===== config.mk =====
export PLATFORM = sky130hd
export DESIGN_NAME = pll_lock_supervisor
export DESIGN_NICKNAME = d
export VERILOG_FILES = /design/src/rtl/pll_lock_supervisor.sv
export SDC_FILE = /design/constraint.sdc
export NUM_CORES = 1
export LEC_CHECK = 0
export CELL_PAD_IN_SITES_DETAIL_PLACEMENT = 0
export CELL_PAD_IN_SITES_GLOBAL_PLACEMENT = 1
export CORE_MARGIN = 2
export CORE_UTILIZATION = 40
export DETAILED_ROUTE_END_ITERATION = 12
export PLACE_DENSITY = 0.69
export REMOVE_ABC_BUFFERS = 1
export SETUP_SLACK_MARGIN = 0.4
export SYNTH_ARGS = -nofsm -noshare
export SYNTH_HDL_FRONTEND = slang
export SYNTH_SLANG_ARGS = --single-unit

===== constraint.sdc =====
create_clock -name clk -period 3.5 [get_ports clk]
set_clock_uncertainty 0.1 [all_clocks]
set_input_delay 0.875 -clock clk [delete_from_list [all_inputs] [get_ports clk]]
set_output_delay 0.875 -clock clk [all_outputs]
set_load 0.1 [all_outputs]

===== src/rtl/pll_lock_supervisor.sv =====
// pll_lock_supervisor
// Sequences a PLL through reset, lock qualification, timeout/retry and
// loss-of-lock recovery. A clean downstream reset is released only after the
// PLL lock has been stable. Runs on the free-running reference clock.
//
// Ports:
//   clk       free-running reference clock (same source as PLL clkin1)
//   rst       asynchronous active-high reset
//   restart   synchronous single-cycle request to restart the sequence
//   pll_lock  PLL lock indication, asynchronous to clk
//   pll_rst   registered PLL reset, active-high
//   rst_out   registered downstream reset, active-high
//   locked    high only in RUN
//   fault     high only in FAULT
//   retry_cnt failed attempts since last success/restart
//   loss_cnt  loss-of-lock events in RUN, saturating at 255
//   state     00 RESET_PLL, 01 WAIT_LOCK, 10 RUN, 11 FAULT
module pll_lock_supervisor #(
  parameter int RST_CYCLES    = 16,
  parameter int STABLE_CYCLES = 1024,
  parameter int LOCK_TIMEOUT  = 65536,
  parameter int GLITCH_CYCLES = 4,
  parameter int MAX_RETRY     = 7
) (
  input  logic       clk,
  input  logic       rst,
  input  logic       restart,
  input  logic       pll_lock,
  output logic       pll_rst,
  output logic       rst_out,
  output logic       locked,
  output logic       fault,
  output logic [3:0] retry_cnt,
  output logic [7:0] loss_cnt,
  output logic [1:0] state
);

  localparam int RW = $clog2(RST_CYCLES) + 1;
  localparam int SW = $clog2(STABLE_CYCLES) + 1;
  localparam int TW = $clog2(LOCK_TIMEOUT) + 1;
  localparam int GW = $clog2(GLITCH_CYCLES) + 1;

  localparam logic [RW-1:0] RST_LAST    = RW'(RST_CYCLES - 1);
  localparam logic [SW-1:0] STABLE_LAST = SW'(STABLE_CYCLES - 1);
  localparam logic [TW-1:0] TO_LAST     = TW'(LOCK_TIMEOUT - 1);
  localparam logic [GW-1:0] GLITCH_LAST = GW'(GLITCH_CYCLES - 1);
  localparam logic [3:0]    RETRY_MAX   = 4'(MAX_RETRY);

  localparam logic [1:0] S_RESET_PLL = 2'b00;
  localparam logic [1:0] S_WAIT_LOCK = 2'b01;
  localparam logic [1:0] S_RUN       = 2'b10;
  localparam logic [1:0] S_FAULT     = 2'b11;

  logic [1:0]    r_state;
  logic [RW-1:0] r_rst_cnt;
  logic [SW-1:0] r_stable_cnt;
  logic [TW-1:0] r_timeout_cnt;
  logic [GW-1:0] r_glitch_cnt;
  logic [3:0]    r_retry_cnt;
  logic [7:0]    r_loss_cnt;
  logic          r_sync1;
  logic          r_sync2;
  logic          r_pll_rst;
  logic          r_rst_out;
  logic          r_locked;
  logic          r_fault;

  logic [1:0]    w_state_nxt;
  logic [RW-1:0] w_rst_cnt_nxt;
  logic [SW-1:0] w_stable_cnt_nxt;
  logic [TW-1:0] w_timeout_cnt_nxt;
  logic [GW-1:0] w_glitch_cnt_nxt;
  logic [3:0]    w_retry_cnt_nxt;
  logic [7:0]    w_loss_cnt_nxt;
  logic          w_pll_rst_nxt;
  logic          w_rst_out_nxt;
  logic          w_locked_nxt;
  logic          w_fault_nxt;
  logic          w_lock_s;

  assign w_lock_s = r_sync2;

  // Two-flop synchronizer for the asynchronous PLL lock.
  always_ff @(posedge clk or posedge rst) begin
    if (rst) begin
      r_sync1 <= 1'b0;
      r_sync2 <= 1'b0;
    end else begin
      r_sync1 <= pll_lock;
      r_sync2 <= r_sync1;
    end
  end

  // State register: FSM state, counters and registered outputs.
  always_ff @(posedge clk or posedge rst) begin
    if (rst) begin
      r_state       <= S_RESET_PLL;
      r_rst_cnt     <= '0;
      r_stable_cnt  <= '0;
      r_timeout_cnt <= '0;
      r_glitch_cnt  <= '0;
      r_retry_cnt   <= 4'd0;
      r_loss_cnt    <= 8'd0;
      r_pll_rst     <= 1'b1;
      r_rst_out     <= 1'b1;
      r_locked      <= 1'b0;
      r_fault       <= 1'b0;
    end else begin
      r_state       <= w_state_nxt;
      r_rst_cnt     <= w_rst_cnt_nxt;
      r_stable_cnt  <= w_stable_cnt_nxt;
      r_timeout_cnt <= w_timeout_cnt_nxt;
      r_glitch_cnt  <= w_glitch_cnt_nxt;
      r_retry_cnt   <= w_retry_cnt_nxt;
      r_loss_cnt    <= w_loss_cnt_nxt;
      r_pll_rst     <= w_pll_rst_nxt;
      r_rst_out     <= w_rst_out_nxt;
      r_locked      <= w_locked_nxt;
      r_fault       <= w_fault_nxt;
    end
  end

  // Next-state and counter logic; restart overrides every transition.
  always_comb begin
    w_state_nxt       = r_state;
    w_rst_cnt_nxt     = r_rst_cnt;
    w_stable_cnt_nxt  = r_stable_cnt;
    w_timeout_cnt_nxt = r_timeout_cnt;
    w_glitch_cnt_nxt  = r_glitch_cnt;
    w_retry_cnt_nxt   = r_retry_cnt;
    w_loss_cnt_nxt    = r_loss_cnt;
    if (restart) begin
      w_state_nxt       = S_RESET_PLL;
      w_rst_cnt_nxt     = '0;
      w_stable_cnt_nxt  = '0;
      w_timeout_cnt_nxt = '0;
      w_glitch_cnt_nxt  = '0;
      w_retry_cnt_nxt   = 4'd0;
    end else begin
      case (r_state)
        S_RESET_PLL: begin
          if (r_rst_cnt == RST_LAST) begin
            w_state_nxt       = S_WAIT_LOCK;
            w_rst_cnt_nxt     = '0;
            w_stable_cnt_nxt  = '0;
            w_timeout_cnt_nxt = '0;
          end else begin
            w_rst_cnt_nxt = r_rst_cnt + RW'(1);
          end
        end
        S_WAIT_LOCK: begin
          // Stable qualification is checked first so it wins a tie with timeout.
          if (w_lock_s && (r_stable_cnt == STABLE_LAST)) begin
            w_state_nxt       = S_RUN;
            w_retry_cnt_nxt   = 4'd0;
            w_stable_cnt_nxt  = '0;
            w_timeout_cnt_nxt = '0;
            w_glitch_cnt_nxt  = '0;
          end else if (r_timeout_cnt == TO_LAST) begin
            w_stable_cnt_nxt  = '0;
            w_timeout_cnt_nxt = '0;
            w_rst_cnt_nxt     = '0;
            if (r_retry_cnt == RETRY_MAX) begin
              w_state_nxt = S_FAULT;
            end else begin
              w_state_nxt     = S_RESET_PLL;
              w_retry_cnt_nxt = r_retry_cnt + 4'd1;
            end
          end else begin
            w_timeout_cnt_nxt = r_timeout_cnt + TW'(1);
            if (w_lock_s) begin
              w_stable_cnt_nxt = r_stable_cnt + SW'(1);
            end else begin
              w_stable_cnt_nxt = '0;
            end
          end
        end
        S_RUN: begin
          if (!w_lock_s) begin
            if (r_glitch_cnt == GLITCH_LAST) begin
              w_state_nxt      = S_RESET_PLL;
              w_glitch_cnt_nxt = '0;
              w_rst_cnt_nxt    = '0;
              if (r_loss_cnt != 8'hFF) begin
                w_loss_cnt_nxt = r_loss_cnt + 8'd1;
              end else begin
                w_loss_cnt_nxt = r_loss_cnt;
              end
            end else begin
              w_glitch_cnt_nxt = r_glitch_cnt + GW'(1);
            end
          end else begin
            w_glitch_cnt_nxt = '0;
          end
        end
        S_FAULT: begin
          w_state_nxt = S_FAULT;
        end
        default: begin
          w_state_nxt = S_RESET_PLL;
        end
      endcase
    end
  end

  // Output decode from the next state, so outputs move on the transition edge.
  always_comb begin
    w_pll_rst_nxt = 1'b1;
    w_rst_out_nxt = 1'b1;
    w_locked_nxt  = 1'b0;
    w_fault_nxt   = 1'b0;
    case (w_state_nxt)
      S_RESET_PLL: begin
        w_pll_rst_nxt = 1'b1;
      end
      S_WAIT_LOCK: begin
        w_pll_rst_nxt = 1'b0;
      end
      S_RUN: begin
        w_pll_rst_nxt = 1'b0;
        w_rst_out_nxt = 1'b0;
        w_locked_nxt  = 1'b1;
      end
      S_FAULT: begin
        w_fault_nxt = 1'b1;
      end
      default: begin
        w_pll_rst_nxt = 1'b1;
      end
    endcase
  end

  assign pll_rst   = r_pll_rst;
  assign rst_out   = r_rst_out;
  assign locked    = r_locked;
  assign fault     = r_fault;
  assign retry_cnt = r_retry_cnt;
  assign loss_cnt  = r_loss_cnt;
  assign state     = r_state;

endmodule


==> impl_results.rst, run 1 <==
.. list-table::
   :header-rows: 1

   * - Metric
     - Value
   * - Result of the run
     - completed
   * - Crit path capture type
     - flop
   * - Bufs and invs on worst path
     - 2
   * - Critical path's slowest cell
     - sky130_fd_sc_hd__clkdlybuf4s50_1
   * - Post-placement cell count
     - 439
   * - Minimum clock period
     - 2.75 ns
   * - Starting Density
     - 41.7%
   * - Num CTS Buffers
     - 5
   * - Tcrit/Tclk final
     - about four fifths
   * - Post-CTS setup buffer count
     - 0
   * - Floorplan core area
     - 7330 sq um
   * - Most used flip-flop cell after synthesis
     - sky130_fd_sc_hd__dfrtp_1
   * - First-pass iteration count of the detailed router
     - 4
   * - Via-to-Cell Ratio
     - about 5.6
   * - Number of max-cap violations
     - 0
   * - Final setup violating endpoints
     - 0
   * - Max Fanout on Critical Path
     - 7
   * - Routed len/inst
     - 14.8 um
   * - Category of the worst setup path launch point
     - primary input
   * - Distinct cell type count of the synthesized netlist
     - 56
   * - Top area cells in the synthesized netlist
     - sky130_fd_sc_hd__dfrtp_1 44%, sky130_fd_sc_hd__ha_1 5.3%, sky130_fd_sc_hd__nand2_1 4.2%
   * - Die Footprint
     - 8370 sq um
   * - First-pass GRT wire length
     - ~12 mm
   * - Crit-path max cell delay
     - around 0.49 ns
   * - # rows
     - 31
   * - Number of antenna violations at the first check in global routing
     - 0
   * - RD Place Congestion
     - 0.786
   * - Fin. max-slew vios
     - 0
   * - Overflow after GRT
     - 0
   * - RSZ-0062 raised after global routing
     - no
   * - H-tree levels
     - 2
   * - Peak clock frequency supported by timing
     - 364 MHz
   * - Cell count after synthesis
     - roughly 320
   * - Number of flip-flops and latches in the synthesized netlist
     - between 50 and 60
   * - Worst-Skew Late Latency
     - 0.31 ns
   * - Share of the yosys chip area belonging to registers
     - 45.9%
   * - Final ANT Viol Nets
     - 0
   * - Synthesized area divided by synthesized cell count
     - ~9.5 sq um
   * - Static leakage
     - ~1.5 nW
   * - Pin count of the biggest net entering global routing
     - 28
   * - Number of vias in the routed layout
     - ~2500
   * - TNS Setup
     - 0 ns
   * - Peak VDD IR
     - 0.000150 V
   * - Count of boundary I/O pins
     - 22
   * - Longest Clk Path Bufs
     - 2
   * - Design Power
     - 1.19 mW
   * - Clock tree from TritonCTS
     - built
   * - Fraction of final layout cells sized beyond drive strength 1
     - ~15%
   * - Die boundary width
     - 91.5 um
   * - Number of input and output port buffers inserted
     - 21
   * - Headroom to the max-slew limit
     - between 40% and 50%
   * - Critical Path, Cell by Cell
     - clkdlybuf4s50_1 -> buf_4 -> nor3b_1 -> o2111ai_1 -> nor2_1 -> nand3_1 -> xnor2_1
   * - Synthesized area
     - 3060 sq um
   * - Drt total wl
     - approximately 6.6 mm
   * - Hold crit path type
     - reg -> reg
   * - CTS root buffer
     - sky130_fd_sc_hd__clkbuf_8
   * - Layout Area Growth over Synthesis
     - 13.7%
   * - Type of the worst setup path
     - in -> reg
   * - DRC marker count from the first detailed-route iteration
     - 192
   * - Commonest cells in the synthesized netlist
     - 54 x sky130_fd_sc_hd__dfrtp_1, 34 x sky130_fd_sc_hd__nand2_1, 24 x sky130_fd_sc_hd__o21ai_0
   * - Total routing resource utilization after global routing
     - 17.2%
   * - Worst endpoint required time
     - 3.60 ns
   * - Library cell with the highest instance count after synthesis
     - sky130_fd_sc_hd__dfrtp_1
   * - Post-route design area
     - 3480 sq um
   * - Cell type contributing the most total cell area after synthesis
     - sky130_fd_sc_hd__dfrtp_1
   * - Remaining DRCs
     - 0
   * - Number of antenna repair diodes
     - 0
   * - Sinks on Clock Net
     - 56
   * - Post-layout instance count excluding filler cells
     - 447
   * - Fin. Hold Viols
     - 0
   * - Pwr per Cell Area
     - roughly 340 nW/um^2
   * - WP data arrival
     - 2.85 ns
   * - Ys Warns
     - 0
   * - Actual slew at the worst max-slew pin
     - roughly 0.78 ns
   * - Die span in y
     - approximately 90 um
   * - CTS hold repair buffers
     - 0
   * - Resized Gates After CTS
     - 0
   * - Fraction of synthesis flops using an asynchronous set or reset pin
     - 100%
   * - Post-DP HPWL
     - ~4.8 mm
   * - Count of flip-flops with a built-in enable after synthesis
     - 0
   * - Cell Area, Placed
     - roughly 3400 sq um
   * - Worst-path clk slew
     - 0.10 ns
   * - Post-layout net count
     - between 300 and 400
   * - Number of global-route vias before repair
     - 2301
   * - Top-area cell type share of the netlist area
     - 44.2%
   * - Largest delay share family, worst path
     - simple AND/OR/NAND/NOR gates
## power breakdown
part / switching (mW) / internal, mW
clock network: 0.214 / 0.162
logic: 0.0886 / 0.0502
registers: 0.0139 / 0.659
total: 0.316 / 0.872
## path summary, 6_finish.rpt
kind / slack, ns / from / cells past startpoint / to
worst max-delay path: 0.75 / restart / 7 / loss_cnt[5]
worst min-delay path: 0.26 / r_sync1 / 0 / r_sync2
worst max register to register: 0.81 / r_stable_cnt[4] / 5 / pll_rst
worst min register to register: 0.26 / r_sync1 / 0 / r_sync2
max in group asynchronous: 1.80 / rst / 3 / rst_out
min in group asynchronous: 0.82 / rst / 2 / r_rst_cnt[3]
## cells in the final DEF (no fill, tap or decap), drive strengths merged, types with 2 or more instances in the layout
master          n
clkbuf          6
a21oi          14
a211o           2
dfrtp          54
nand2          34
nand3          20
a211oi          5
o21a            4
inv            16
xor2            4
xnor2           5
nor2           21
buf            28
a22o            2
o21ai          24
ha             13
o22ai           2
clkdlybuf4s50   3
o2bb2ai         2
o31ai           6
mux2i           2
a31oi           5
and3            4
dfstp           2
o211ai          2
nand4          13
nand4b          2
mux2            4
or2             2
and4            4
o41ai           5
nor4            4
nor3           15
a22oi           2
## cell families (layout without fill, tap and decap cells)
kind of cell             count (synthesis)  after routing  synth area share [%]
AO/OA/AOI/OAI                           82             82                  17.7
XOR/XNOR                                 9              9                  2.58
buffers and inverters                   28             54                  3.88
AND/OR/NAND/NOR                        128            128                  22.3
flip-flops                              56             56                  45.9
adder cells (fa/ha/maj)                 13             13                  5.31
multiplexers                             6              6                  2.37
## metrics by stage
stage               hold slack [ns]  utilization, %  worst slack, ns
floorplan                     0.231               -            0.193
global placement              0.232            46.1            0.453
detailed placement            0.236            46.1            0.402
CTS                           0.262            47.4            0.730
global route                  0.284            47.4            0.459
finish                        0.258            47.4            0.754
## routing by layer
metal | GRT usage, % | vias up | part of all wire [%]
li1 | - | 1246 | -
met1 | 26.7 | 1186 | 51
met2 | 24.8 | 49 | 44
met3 | 2.74 | 8 | 3.7
met4 | 4.04 | 0 | 1.0
met5 | 0 | - | 0
## registers in the layout (all words and copies together) (netlist names)
register / count
fault: 1
locked: 1
loss_cnt: 8
pll_rst: 1
r_glitch_cnt: 3
r_rst_cnt: 5
r_stable_cnt: 11
r_sync1: 1
r_sync2: 1
r_timeout_cnt: 17
retry_cnt: 4
rst_out: 1
state: 2
## area by class of cell
cell class | instances | area, sq um
multi-input cells | 238 | 1550
repair buffers | 31 | 253
fillers | 693 | 3850
clock inverters | 2 | 13.8
clock buffers | 6 | 82.6
flip-flops and latches | 56 | 1400
inverters | 15 | 56.3
well taps | 99 | 124
Note: power is estimated with default switching activity, not from simulation.
==> run 2, diff against run 1 <==
PLACE_DENSITY = 0.72   (was 0.69)
clock period = 2.25 ns   (was 3.5 ns; I/O delays follow)
==> impl_results.rst, run 2 (synthesis results as in run 1) <==
.. list-table::
   :header-rows: 1

   * - Metric
     - Value
   * - Result of the run
     - completed
   * - WP data arrival
     - 2.16 ns (-0.69 ns)
   * - Peak clock frequency supported by timing
     - 489 MHz
   * - H-tree levels
     - 2 (unchanged)
   * - Critical Path, Cell by Cell
     - ha_4 -> or3b_2 -> a2bb2oi_1 -> o211a_4 -> nor2_4 -> buf_4 -> o21a_1
   * - Post-DP HPWL
     - 5.11 mm (+7.5%)
   * - Minimum clock period
     - 2.04 ns
   * - Static leakage
     - 2.00 nW (+32%)
   * - Post-place setup slack
     - -0.150 ns (-0.552 ns)
   * - Sinks on Clock Net
     - 56 (unchanged)
   * - Num CTS Buffers
     - 5 (unchanged)
   * - Crit-path max cell delay
     - 0.49 ns (about the same)
   * - Reg with most FFs
     - r_timeout_cnt
   * - Actual slew at the worst max-slew pin
     - 0.364 ns (-0.413 ns)
   * - Worst-Skew Late Latency
     - 0.32 ns (about the same)
   * - Type of the worst setup path
     - reg -> reg
   * - Post-layout net count
     - 440 (+21%)
   * - # rows
     - 31 (unchanged)
   * - Worst-path clk slew
     - 0.10 ns (about the same)
   * - Number of input and output port buffers inserted
     - 21 (unchanged)
   * - Hold crit path type
     - reg -> reg
   * - Starting Density
     - 41.7% (unchanged)
   * - Post-route design area
     - 4680 sq um (+34%)
   * - First-pass GRT wire length
     - 13.5 mm (+14%)
   * - Pin count of the biggest net entering global routing
     - 57 (+100%)
   * - Most frequent cells in the layout
     - 79 x sky130_fd_sc_hd__buf_4, 51 x sky130_fd_sc_hd__dfrtp_1, 31 x sky130_fd_sc_hd__nand2_1, 16 x sky130_fd_sc_hd__nand3_1, 16 x sky130_fd_sc_hd__nor2_1
   * - Critical path's slowest cell
     - sky130_fd_sc_hd__or3b_2
   * - RSZ-0062 raised after global routing
     - yes
   * - Category of the worst setup path launch point
     - flop
   * - Tcrit/Tclk final
     - around nine tenths
   * - Die boundary width
     - 91.5 um (unchanged)
   * - Number of max-cap violations
     - 0 (unchanged)
   * - Number of flip-flops under the largest register name
     - 17 (unchanged)
   * - Max Fanout on Critical Path
     - 4 (-3)
   * - CTS root buffer
     - sky130_fd_sc_hd__clkbuf_8
   * - Fraction of final layout cells sized beyond drive strength 1
     - 45.0% (+30 points)
   * - Via-to-Cell Ratio
     - 5.48 (-1.6%)
   * - Final setup slack of the worst path
     - 0.205 ns (-0.549 ns)
   * - Post-layout instance count excluding filler cells
     - 523 (+17%)
   * - Clock tree from TritonCTS
     - built
   * - First-pass iteration count of the detailed router
     - 4 (unchanged)
   * - Commonest non-fill, non-tap cell in the layout
     - sky130_fd_sc_hd__buf_4
   * - Number of vias in the routed layout
     - 2865 (+15%)
   * - Final setup violating endpoints
     - 0 (unchanged)
   * - Peak VDD IR
     - 0.000256 V (+71%)
   * - Crit path capture type
     - flop
   * - Headroom to the max-slew limit
     - 75.5% (+28 points)
   * - Post-placement cell count
     - 478 (+8.9%)
   * - Fin. max-slew vios
     - 0 (unchanged)
   * - Total routing resource utilization after global routing
     - 19.7% (+2.5 points)
   * - Cell Area, Placed
     - 3770 sq um (+11%)
   * - Count of boundary I/O pins
     - 22 (unchanged)
   * - Number of global-route vias before repair
     - 2746 (+19%)
   * - Die Footprint
     - 8370 sq um (unchanged)
   * - Longest Clk Path Bufs
     - 2 (unchanged)
   * - Worst endpoint required time
     - 2.36 ns (-1.24 ns)
   * - Layout Area Growth over Synthesis
     - 52.8%
   * - Floorplan core area
     - 7330 sq um (unchanged)
   * - Drt total wl
     - 8.16 mm (+24%)
   * - Number of antenna violations at the first check in global routing
     - 0 (unchanged)
   * - Fin. Hold Viols
     - 0 (unchanged)
   * - Critical register-to-register path startpoint
     - r_glitch_cnt[0]
   * - Worst Setup SP
     - r_glitch_cnt[0]
   * - Pwr per Cell Area
     - 451 nW/um^2 (+32%)
   * - Final ANT Viol Nets
     - 0 (unchanged)
   * - Number of antenna repair diodes
     - 0 (unchanged)
   * - Worst Min Path Start
     - r_sync1
   * - DRC marker count from the first detailed-route iteration
     - 140 (-27%)
   * - Worst hold margin
     - 0.256 ns (-0.00114 ns)
   * - Routed len/inst
     - 15.6 um (+5.7%)
   * - Die span in y
     - 91.5 um (unchanged)
   * - RD Place Congestion
     - 0.830 (+5.7%)
   * - Remaining DRCs
     - 0 (unchanged)
   * - Overflow after GRT
     - 0 (unchanged)
## run 2: stage by stage
stage	setup TNS (ns)	power (mW)	util, %
finish	0	2.11	63.8
detailed placement	-1.98	1.33	51.4
global placement	-1.87	1.32	51.4
floorplan	-29.43	1.21	-
global route	0	2.20	63.8
CTS	0	2.07	59.0
## run 2: worst paths after layout
path / to / slack [ns] / cells past startpoint
hold reg to reg: r_sync2 / 0.26 / 0
setup reg to reg: r_rst_cnt[4] / 0.21 / 7
min in group asynchronous: r_stable_cnt[2] / 0.49 / 3
max in group asynchronous: r_timeout_cnt[9] / 1.26 / 3
hold / removal: r_sync2 / 0.26 / 0
setup / recovery: r_rst_cnt[4] / 0.21 / 7
## run 2: cell type report
cell class / count / area, sq um
clock buffers: 5 / 68.8
clock inverters: 3 / 42.5
fillers: 592 / 2650
inverters: 15 / 56.3
multi-input cells: 238 / 1980
flip-flops and latches: 56 / 1410
well taps: 99 / 124
repair buffers: 107 / 1000
## run 2: per-layer routing
layer	vias to the layer above	global-route usage, %	part of all wire, %
li1	1397	-	-
met1	1396	27.5	47
met4	0	6.19	1.4
met2	64	31.1	48
met5	-	0	0
met3	8	3.15	3.4
## run 2: where the power goes
group | internal (mW) | total, mW | switching (mW)
sequential | 1.03 | 1.05 | 0.0202
clock | 0.330 | 0.685 | 0.355
combinational | 0.181 | 0.376 | 0.195
## run 2: timing repair
item,in CTS,in global routing
pin swaps,21,16
setup endpoints to repair,53,54
resized for setup,55,61
hold buffers,0,0
buffers inserted,26,9
gates cloned,2,0
## run 2: worst max-delay path: cells and delay by family, from the launching register on
kind	cells	cell delay [ns]
DFF	1	0.42
adders and majority gates	1	0.19
and+or+nand+nor	2	0.54
buffers and inverters	1	0.14
AOI/OAI and AO/OA	3	0.56
==> run 3, diff against run 2 <==
CTS_CLUSTER_SIZE = 20   (was default)
SETUP_SLACK_MARGIN = 0.02   (was 0.4)
TNS_END_PERCENT = 100   (was default)
==> impl_results.rst, run 3 (synthesis results as in run 1) <==
.. list-table::
   :header-rows: 1

   * - Metric
     - Value
   * - Via-to-Cell Ratio
     - 5.38 (-1.7%)
   * - Cell Area, Placed
     - 3770 sq um (unchanged)
   * - Tcrit/Tclk final
     - 94.5% (+3.6 points)
   * - Most frequent cells in the layout
     - 60 x sky130_fd_sc_hd__buf_4, 53 x sky130_fd_sc_hd__dfrtp_1, 34 x sky130_fd_sc_hd__nand2_1, 23 x sky130_fd_sc_hd__o21ai_0, 20 x sky130_fd_sc_hd__nor2_1
   * - Total routing resource utilization after global routing
     - 17.9% (-1.7 points)
   * - Clock tree from TritonCTS
     - built
   * - Number of vias in the routed layout
     - 2632 (-8.1%)
   * - Post-route design area
     - 3960 sq um (-15%)
   * - Post-layout instance count excluding filler cells
     - 489 (-6.5%)
   * - Util after Layout
     - 54.0% (-9.8 points)
   * - Static leakage
     - 1.76 nW (-12%)
   * - Worst endpoint required time
     - 2.36 ns (about the same)
   * - Floorplan core area
     - 7330 sq um (unchanged)
   * - Design Power
     - 1.99 mW (-5.3%)
   * - Number of antenna violations at the first check in global routing
     - 0 (unchanged)
   * - Fraction of final layout cells sized beyond drive strength 1
     - 26.2% (-19 points)
   * - End of the worst register-to-register path
     - r_rst_cnt[1]
   * - Commonest non-fill, non-tap cell in the layout
     - sky130_fd_sc_hd__buf_4
   * - Result of the run
     - completed
   * - Pwr per Cell Area
     - 504 nW/um^2 (+12%)
   * - Hold crit path type
     - reg -> reg
   * - Number of flip-flops under the largest register name
     - 17 (unchanged)
   * - Post-DP HPWL
     - 5.11 mm (unchanged)
   * - # rows
     - 31 (unchanged)
   * - Layout Area Growth over Synthesis
     - 29.3%
   * - Starting Density
     - 41.7% (unchanged)
   * - CTS root buffer
     - sky130_fd_sc_hd__clkbuf_8
   * - Die boundary width
     - 91.5 um (unchanged)
   * - Total of fill cells in the finished design
     - 664 (+12%)
   * - Remaining DRCs
     - 0 (unchanged)
   * - Count of boundary I/O pins
     - 22 (unchanged)
   * - Final setup violating endpoints
     - 0 (unchanged)
   * - Crit path capture type
     - flop
   * - Worst-path clk slew
     - 0.11 ns (about the same)
   * - Worst-Skew Late Latency
     - 0.32 ns (about the same)
   * - Number of antenna repair diodes
     - 0 (unchanged)
   * - First-pass iteration count of the detailed router
     - 4 (unchanged)
   * - Num CTS Buffers
     - 5 (unchanged)
   * - Sinks on Clock Net
     - 56 (unchanged)
   * - Register-to-register setup slack
     - 0.12 ns (-0.08 ns)
   * - Minimum clock period
     - 2.13 ns (+0.0810 ns)
   * - Worst Setup SP
     - state[1]
   * - Post-placement cell count
     - 478 (unchanged)
   * - Actual slew at the worst max-slew pin
     - 0.382 ns (+0.0178 ns)
   * - Post-layout net count
     - 406 (-7.7%)
   * - Max Fanout on Critical Path
     - 6 (+2)
   * - Drt total wl
     - 7.03 mm (-14%)
   * - Number of max-cap violations
     - 0 (unchanged)
   * - Number of input and output port buffers inserted
     - 21 (unchanged)
   * - CTS hold repair buffers
     - 0 (unchanged)
   * - H-tree levels
     - 2 (unchanged)
   * - Die Footprint
     - 8370 sq um (unchanged)
   * - Headroom to the max-slew limit
     - 74.5% (-1.0 points)
   * - Pin count of the biggest net entering global routing
     - 57 (unchanged)
   * - Destination of the critical timing path
     - r_rst_cnt[1]
   * - Number of global-route vias before repair
     - 2524 (-8.1%)
   * - RD Place Congestion
     - 0.830 (unchanged)
   * - Die span in y
     - 91.5 um (unchanged)
   * - Fin. max-slew vios
     - 0 (unchanged)
   * - First-pass GRT wire length
     - 12.3 mm (-8.6%)
   * - Overflow after GRT
     - 0 (unchanged)
   * - Fin. Hold Viols
     - 0 (unchanged)
   * - WP data arrival
     - 2.24 ns (+0.08 ns)
   * - Peak clock frequency supported by timing
     - 470 MHz (-3.8%)
   * - Type of the worst setup path
     - reg -> reg
   * - Longest Clk Path Bufs
     - 2 (unchanged)
   * - Final ANT Viol Nets
     - 0 (unchanged)
   * - Peak VDD IR
     - 0.000238 V (-6.9%)
   * - RSZ-0062 raised after global routing
     - yes
   * - DRC marker count from the first detailed-route iteration
     - 119 (-15%)
   * - R2r worst-path depth
     - 7 (unchanged)
   * - Reg with most FFs
     - r_timeout_cnt
   * - Critical register-to-register path startpoint
     - state[1]
   * - Category of the worst setup path launch point
     - flop
   * - Routed len/inst
     - 14.4 um (-7.8%)
==> run 3: layout make-up <==
cell class | count | area, sq um | share of cell area [%]
inverter | 15 | 56.3 | 1.42
clock inverter | 3 | 42.5 | 1.07
timing repair buffer | 73 | 672 | 17.0
tap | 99 | 124 | 3.13
sequential | 56 | 1410 | 35.5
clock buffer | 5 | 68.8 | 1.74
multi-input combinational | 238 | 1590 | 40.2
==> run 3: per-layer routing <==
metal	global-route usage (%)	vias up	part of all wire, %
met4	6.06	0	1.4
li1	-	1319	-
met5	0	-	0
met1	25.4	1253	49
met3	3.40	9	4.1
met2	27.5	51	46
==> run 3: critical path: stages (launching register included) <==
cell	delay, ns
sky130_fd_sc_hd__dfrtp_1	0.41
sky130_fd_sc_hd__inv_2	0.08
sky130_fd_sc_hd__ha_4	0.16
sky130_fd_sc_hd__inv_1	0.05
sky130_fd_sc_hd__or4_1	0.54
sky130_fd_sc_hd__o211a_4	0.18
sky130_fd_sc_hd__nor2_4	0.18
sky130_fd_sc_hd__mux2_4	0.32
==> run 3: timing repair <==
item	in CTS	in global routing
pin swaps	0	5
setup endpoints to repair	2	18
setup buffers	0	3
resized for setup	1	12
==> run 3: worst min-delay path by stage <==
stage / startpoint / to / slack, ns / cells past startpoint
3_5_place_dp: r_sync1 / r_sync2 / 0.23 / 0
6_report: r_sync1 / r_sync2 / 0.26 / 0
4_1_cts: r_sync1 / r_sync2 / 0.26 / 0
2_1_floorplan: r_sync1 / r_sync2 / 0.23 / 0
5_1_grt: r_sync1 / r_sync2 / 0.28 / 0
3_3_place_gp: r_sync1 / r_sync2 / 0.23 / 0
==> run 3: power breakdown <==
| group | internal, mW | switching, mW | leakage [nW] |
|---|---|---|---|
| Combinational | 0.120 | 0.150 | 0.941 |
| Clock | 0.330 | 0.350 | 0.0541 |
| Sequential | 1.03 | 0.0184 | 0.767 |
| Total | 1.48 | 0.519 | 1.76 |
==> run 3: metrics by stage <==
stage	setup slack [ns]	TNS [ns]	hold WS (ns)
after global routing	0.0107	0	0.282
final	0.124	0	0.256
after CTS	0.0335	0	0.260
after global placement	-0.136	-1.87	0.232
after floorplan	-1.06	-29.43	0.231
after detailed placement	-0.150	-1.98	0.235
